### config.mk
export PLATFORM = sky130hd
export DESIGN_NAME = apb_cmd_sequencer
export DESIGN_NICKNAME = d
export VERILOG_FILES = /design/src/rtl/apb_seq_pkg.sv /design/src/rtl/apb_cmd_fifo.sv /design/src/rtl/apb_cmd_sequencer.sv
export SDC_FILE = /design/constraint.sdc
export NUM_CORES = 1
export LEC_CHECK = 0
export BUFFER_PORTS_ARGS = -buffer_cell sky130_fd_sc_hd__buf_2
export CAP_MARGIN = 30
export CORE_UTILIZATION = 50
export CTS_BUF_LIST = sky130_fd_sc_hd__clkbuf_8
export CTS_CLUSTER_SIZE = 30
export DETAILED_ROUTE_END_ITERATION = 7
export PLACE_DENSITY = 0.75
export REMOVE_ABC_BUFFERS = 1
export SLEW_MARGIN = 20
export SYNTH_ARGS = -nofsm -noshare
export SYNTH_HDL_FRONTEND = slang
export SYNTH_HIERARCHICAL = 1
export SYNTH_SLANG_ARGS = --single-unit
### constraint.sdc
create_clock -name PCLK -period 3.04 [get_ports PCLK]
set_clock_uncertainty 0.2 [all_clocks]
set_input_delay 0.608 -clock PCLK [delete_from_list [all_inputs] [get_ports PCLK]]
set_output_delay 0.608 -clock PCLK [all_outputs]
set_load 0.05 [all_outputs]
### src/rtl/apb_seq_pkg.sv
// Shared types and default widths for the APB command sequencer.
package apb_seq_pkg;

  localparam int unsigned DefAddrW = 32;
  localparam int unsigned DefDataW = 32;
  localparam int unsigned DefDepth = 4;

  typedef enum logic [1:0] {
    StIdle,
    StBusy,
    StResp
  } seq_state_e;

  typedef struct packed {
    logic                write;
    logic [DefAddrW-1:0] addr;
    logic [DefDataW-1:0] wdata;
  } apb_cmd_t;

endpackage

### src/rtl/apb_cmd_fifo.sv
// Depth-entry command FIFO with occupancy count; push is ignored when full,
// pop is ignored when empty.
module apb_cmd_fifo
  import apb_seq_pkg::*;
#(
  parameter int unsigned Depth = DefDepth,
  parameter type entry_t = apb_cmd_t,
  localparam int unsigned PtrW = $clog2(Depth),
  localparam int unsigned LvlW = $clog2(Depth) + 1
) (
  input  logic            clk_i,
  input  logic            rst_ni,
  input  logic            push_i,
  input  entry_t          wdata_i,
  input  logic            pop_i,
  output entry_t          rdata_o,
  output logic [LvlW-1:0] level_o
);

  entry_t          mem_q [Depth];
  logic [PtrW-1:0] wptr_q, rptr_q;
  logic [LvlW-1:0] level_q;
  logic            push_ok, pop_ok;

  assign push_ok = push_i && (level_q < LvlW'(Depth));
  assign pop_ok  = pop_i && (level_q != '0);

  // Pointers wrap naturally because Depth is a power of two.
  always_ff @(posedge clk_i or negedge rst_ni) begin
    if (!rst_ni) begin
      wptr_q  <= '0;
      rptr_q  <= '0;
      level_q <= '0;
    end else begin
      if (push_ok) wptr_q <= wptr_q + PtrW'(1);
      if (pop_ok)  rptr_q <= rptr_q + PtrW'(1);
      level_q <= level_q + LvlW'(push_ok) - LvlW'(pop_ok);
    end
  end

  always_ff @(posedge clk_i) begin
    if (push_ok) mem_q[wptr_q] <= wdata_i;
  end

  assign rdata_o = mem_q[rptr_q];
  assign level_o = level_q;

endmodule

### src/rtl/apb_cmd_sequencer.sv
// Host command front-end for APB_master: buffers commands, issues them one at
// a time and returns a response per completed transfer.
module apb_cmd_sequencer
  import apb_seq_pkg::*;
#(
  parameter int unsigned ADDR_W = DefAddrW,
  parameter int unsigned DATA_W = DefDataW,
  parameter int unsigned DEPTH  = DefDepth
) (
  input  logic                     PCLK,
  input  logic                     PRESETn,
  input  logic                     cmd_valid,
  output logic                     cmd_ready,
  input  logic                     cmd_write,
  input  logic [ADDR_W-1:0]        cmd_addr,
  input  logic [DATA_W-1:0]        cmd_wdata,
  output logic                     PWRITE_MASTER,
  output logic [ADDR_W-1:0]        PADDR_MASTER,
  output logic [DATA_W-1:0]        PWDATA_MASTER,
  output logic                     m_req,
  input  logic                     PENABLE,
  input  logic                     PREADY,
  input  logic [DATA_W-1:0]        PRDATA_MASTER,
  output logic                     rsp_valid,
  input  logic                     rsp_ready,
  output logic                     rsp_write,
  output logic [DATA_W-1:0]        rsp_rdata,
  output logic [$clog2(DEPTH):0]   level
);

  localparam int unsigned LvlW = $clog2(DEPTH) + 1;

  typedef struct packed {
    logic              write;
    logic [ADDR_W-1:0] addr;
    logic [DATA_W-1:0] wdata;
  } cmd_t;

  seq_state_e        state_q, state_d;
  cmd_t              push_cmd, head_cmd, cmd_q, cmd_d;
  logic              pop, done;
  logic              m_req_q, m_req_d;
  logic              rsp_valid_q, rsp_valid_d;
  logic              rsp_write_q, rsp_write_d;
  logic [DATA_W-1:0] rsp_rdata_q, rsp_rdata_d;

  assign cmd_ready = (level < LvlW'(DEPTH));
  assign push_cmd  = '{write: cmd_write, addr: cmd_addr, wdata: cmd_wdata};
  assign done      = m_req_q && PENABLE && PREADY;

  apb_cmd_fifo #(
    .Depth   (DEPTH),
    .entry_t (cmd_t)
  ) u_fifo (
    .clk_i   (PCLK),
    .rst_ni  (PRESETn),
    .push_i  (cmd_valid && cmd_ready),
    .wdata_i (push_cmd),
    .pop_i   (pop),
    .rdata_o (head_cmd),
    .level_o (level)
  );

  always_ff @(posedge PCLK or negedge PRESETn) begin
    if (!PRESETn) state_q <= StIdle;
    else          state_q <= state_d;
  end

  always_comb begin
    state_d = state_q;
    case (state_q)
      StIdle:  if (level != '0) state_d = StBusy;
      StBusy:  if (done) state_d = StResp;
      StResp:  if (rsp_valid_q && rsp_ready) state_d = StIdle;
      default: state_d = StIdle;
    endcase
  end

  always_comb begin
    pop         = 1'b0;
    cmd_d       = cmd_q;
    m_req_d     = m_req_q;
    rsp_valid_d = rsp_valid_q;
    rsp_write_d = rsp_write_q;
    rsp_rdata_d = rsp_rdata_q;
    case (state_q)
      StIdle: begin
        if (level != '0) begin
          pop     = 1'b1;
          cmd_d   = head_cmd;
          m_req_d = 1'b1;
        end
      end
      StBusy: begin
        if (done) begin
          m_req_d     = 1'b0;
          rsp_valid_d = 1'b1;
          rsp_write_d = cmd_q.write;
          rsp_rdata_d = cmd_q.write ? '0 : PRDATA_MASTER;
        end
      end
      StResp: begin
        if (rsp_valid_q && rsp_ready) rsp_valid_d = 1'b0;
      end
      default: ;
    endcase
  end

  always_ff @(posedge PCLK or negedge PRESETn) begin
    if (!PRESETn) begin
      cmd_q       <= '0;
      m_req_q     <= 1'b0;
      rsp_valid_q <= 1'b0;
      rsp_write_q <= 1'b0;
      rsp_rdata_q <= '0;
    end else begin
      cmd_q       <= cmd_d;
      m_req_q     <= m_req_d;
      rsp_valid_q <= rsp_valid_d;
      rsp_write_q <= rsp_write_d;
      rsp_rdata_q <= rsp_rdata_d;
    end
  end

  assign PWRITE_MASTER = cmd_q.write;
  assign PADDR_MASTER  = cmd_q.addr;
  assign PWDATA_MASTER = cmd_q.wdata;
  assign m_req         = m_req_q;
  assign rsp_valid     = rsp_valid_q;
  assign rsp_write     = rsp_write_q;
  assign rsp_rdata     = rsp_rdata_q;

endmodule

==> flow_metrics.tcl <==
set metrics [dict create \
    routed_via_density 5.119 \
    fin_nets 1001 \
    cts_tree "yes" \
    drive_gt1_frac 0.4995 \
    syn_to_final_growth_pct 19.44 \
    drc 0 \
    power.leakage_nw 6.369 \
    vias 6732 \
    syn-mean-instance-area_um2 21.89 \
    fill_cells 1978 \
    cp-start-kind "register" \
    grt-ovfl-total 0 \
    grt_util_met2 0.2997 \
    hold_buffers 1 \
    grt_use_total 0.1845 \
    cts_resized 0 \
    post_cts_buffers 0 \
    synth_cell_types 26 \
    power_mw 17.73 \
    numCtsBuffers 58 \
    fin_area_um2 16570 \
    final_max_slew_viol_count 0 \
    dpl.hpwl_um 15170 \
    maxSlewHeadroom 0.6247 \
    dieWidth_um 168.6 \
    cp.required_ns 3.33 \
    ioPinCount 207 \
    antenna_found_initial 9 \
    crit_path_cell_trace "nor3_2, nor3_4, o31a_1, ha_1, inv_1, ha_1, fa_1, xnor2_1, xnor2_1" \
    place_area_um2 15400 \
    crit_arrival_ns 2.70 \
    wl_um 25140 \
    clk_latency_ns 0.58 \
    use_met3 0.06804 \
    grt_pass1_wl_um 39730 \
    hold_viol 0 \
    floorplan.initialDensity 0.5120 \
    ys_warn_count 6 \
    synth_seq_cells 369 \
    detail-route-antenna-nets 0 \
    core_area_um2 27100 \
    post-route-min-period_ns 2.412 \
    grt_max_degree 69 \
    setup_viol 0 \
    worst_pin_slew_ns 0.5629 \
    power_density_nw_per_um2 1070 \
    hold_ws_ns 0.03603 \
    dr.pass1.iters 4 \
    timing.final.crit_share 0.7935 \
    portBuffers 206 \
    cts-root-buf "clkbuf_8" \
    cap_violations 0 \
    hp-class "in2reg" \
    end_kind "register" \
    crit_type "reg2reg" \
    grt_busiest_layer "met2" \
    cpMaxStageDelayCell "dfrtp_1" \
    wl_per_cell_um 19.12 \
    die_h_um 168.6 \
    grt_pass1_vias 7094 \
    reg2reg_slack_ns 0.63 \
    multiInputGateArea_um2 3090 \
    path_max_fanout 8 \
    design.die.area_um2 28420 \
    rsz0062_at_grt "false" \
    regArea_um2 10540 \
    gp_congestion 0.6936 \
    cts_sinks 369 \
    netlist_instances 634 \
    cts_buffer_depth 3 \
    syn_area_um2 13880 \
    peakVddDrop_v 0.0008712 \
    seq_area_frac_synth 0.7592 \
    fmax_mhz 414.5 \
    clk_pin_slew_ns 0.06 \
    use_met1 0.2346 \
    tns_ns 0 \
    initialDrtViolationCount 358 \
    slowest_delay_ns 0.47 \
    rows 60 \
    cts_max_level 2 \
    status "completed" \
]
cell usage after synthesis:
cell	instances	area (um^2)
nor2b_1	34	212.7
edfxtp_1	260	7807
xnor2_1	4	35.03
xor2_1	1	8.760
buf_6	6	67.56
buf_12	4	80.08
nor3_2	2	20.02
nand2_1	5	18.77
ha_1	6	75.07
inv_1	7	26.28
mux4_2	65	1464
o311ai_0	1	8.760
buf_4	4	30.03
clkbuf_1	5	18.77
and2b_1	1	7.510
nand3b_1	2	15.01
a21o_1	1	7.510
mux2_2	96	1081
mux2_1	3	33.78
nand3_4	1	17.52
buf_2	9	45.04
o31a_1	1	8.760
a2bb2oi_1	1	8.760
dfrtp_1	109	2728
and2_1	5	31.28
fa_1	1	20.02
stage by stage:
| stage | utilization | std cells | worst slack, ns |
|---|---|---|---|
| after global placement | 0.5682 | 1201 | 0.5610 |
| after floorplan | - | 606 | -2.128 |
| final | 0.6116 | 1315 | 0.6277 |
| after CTS | 0.6105 | 1310 | 0.5848 |
| after global routing | 0.6112 | 1311 | 0.4690 |
| after detailed placement | 0.5682 | 1201 | 0.5313 |
cell families (layout without fill, tap and decap cells):
family / count (synthesis) / count (layout) / share of synthesized area
fa+ha+maj: 7 / 7 / 0.006852
mux: 164 / 164 / 0.1858
simple gates: 50 / 50 / 0.02326
other cells: 0 / 4 / 0
compound gates: 4 / 4 / 0.002435
flops: 369 / 369 / 0.7592
buf+inv: 35 / 340 / 0.01930
xor+xnor: 5 / 5 / 0.003156
sequential cells by signal, indices dropped and copies added, names as in the netlist:
name / cells
u_fifo/mem_q: 260
PADDR_MASTER: 32
PWDATA_MASTER: 32
rsp_rdata: 32
u_fifo/level_o: 3
state_q: 2
u_fifo/rptr_q: 2
u_fifo/wptr_q: 2
PWRITE_MASTER: 1
m_req: 1
rsp_valid: 1
rsp_write: 1
layer usage:
metal  wire, um  share of wire
met1      10620           0.42
met2      11790           0.47
met3       2172          0.086
met4        498          0.020
met5         69         0.0027
critical path: cells and delay by family (launching register included):
kind            cells  cell delay [ns]
buf+inv             1             0.04
compound gates      1             0.13
fa+ha+maj           3             0.84
simple gates        2             0.32
xor+xnor            2             0.33
flops               1             0.47
cells in the final DEF, fill, tap and decap left out, types with 5 or more instances in the layout:
cell type and n:
edfxtp_1 260, buf_2 205, dfrtp_1 107, mux2_2 96
mux4_2 65, clkbuf_8 61, nor2b_1 34, inv_1 32
buf_12 10, clkinv_2 9, buf_4 9, clkinv_1 8
ha_1 6, nand2_1 5
power by group:
part	internal [mW]	total, mW	switching (mW)
clock	2.19	4.03	1.84
sequential	6.49	6.99	0.508
combinational	2.46	6.70	4.24
path summary, 6_finish.rpt:
path,startpoint,to,depth (start not counted)
setup / recovery,u_fifo/level_o[2],u_fifo/level_o[2],9
hold / removal,cmd_wdata[13],u_fifo/mem_q[2][13],1
setup reg to reg,u_fifo/level_o[2],u_fifo/level_o[2],9
hold reg to reg,rsp_rdata[19],rsp_rdata[19],1
max in group asynchronous,PRESETn,rsp_rdata[18],3
min in group asynchronous,PRESETn,PWDATA_MASTER[0],2
layout make-up:
cell class	instances	share of cell area
antenna	4	0.0006039
clock buffer	61	0.05065
clock inverter	47	0.01789
inverter	7	0.001585
multi-input combinational	230	0.1865
sequential	369	0.6361
tap	372	0.02808
timing repair buffer	225	0.07866
Power figures use the tool's default switching activity.
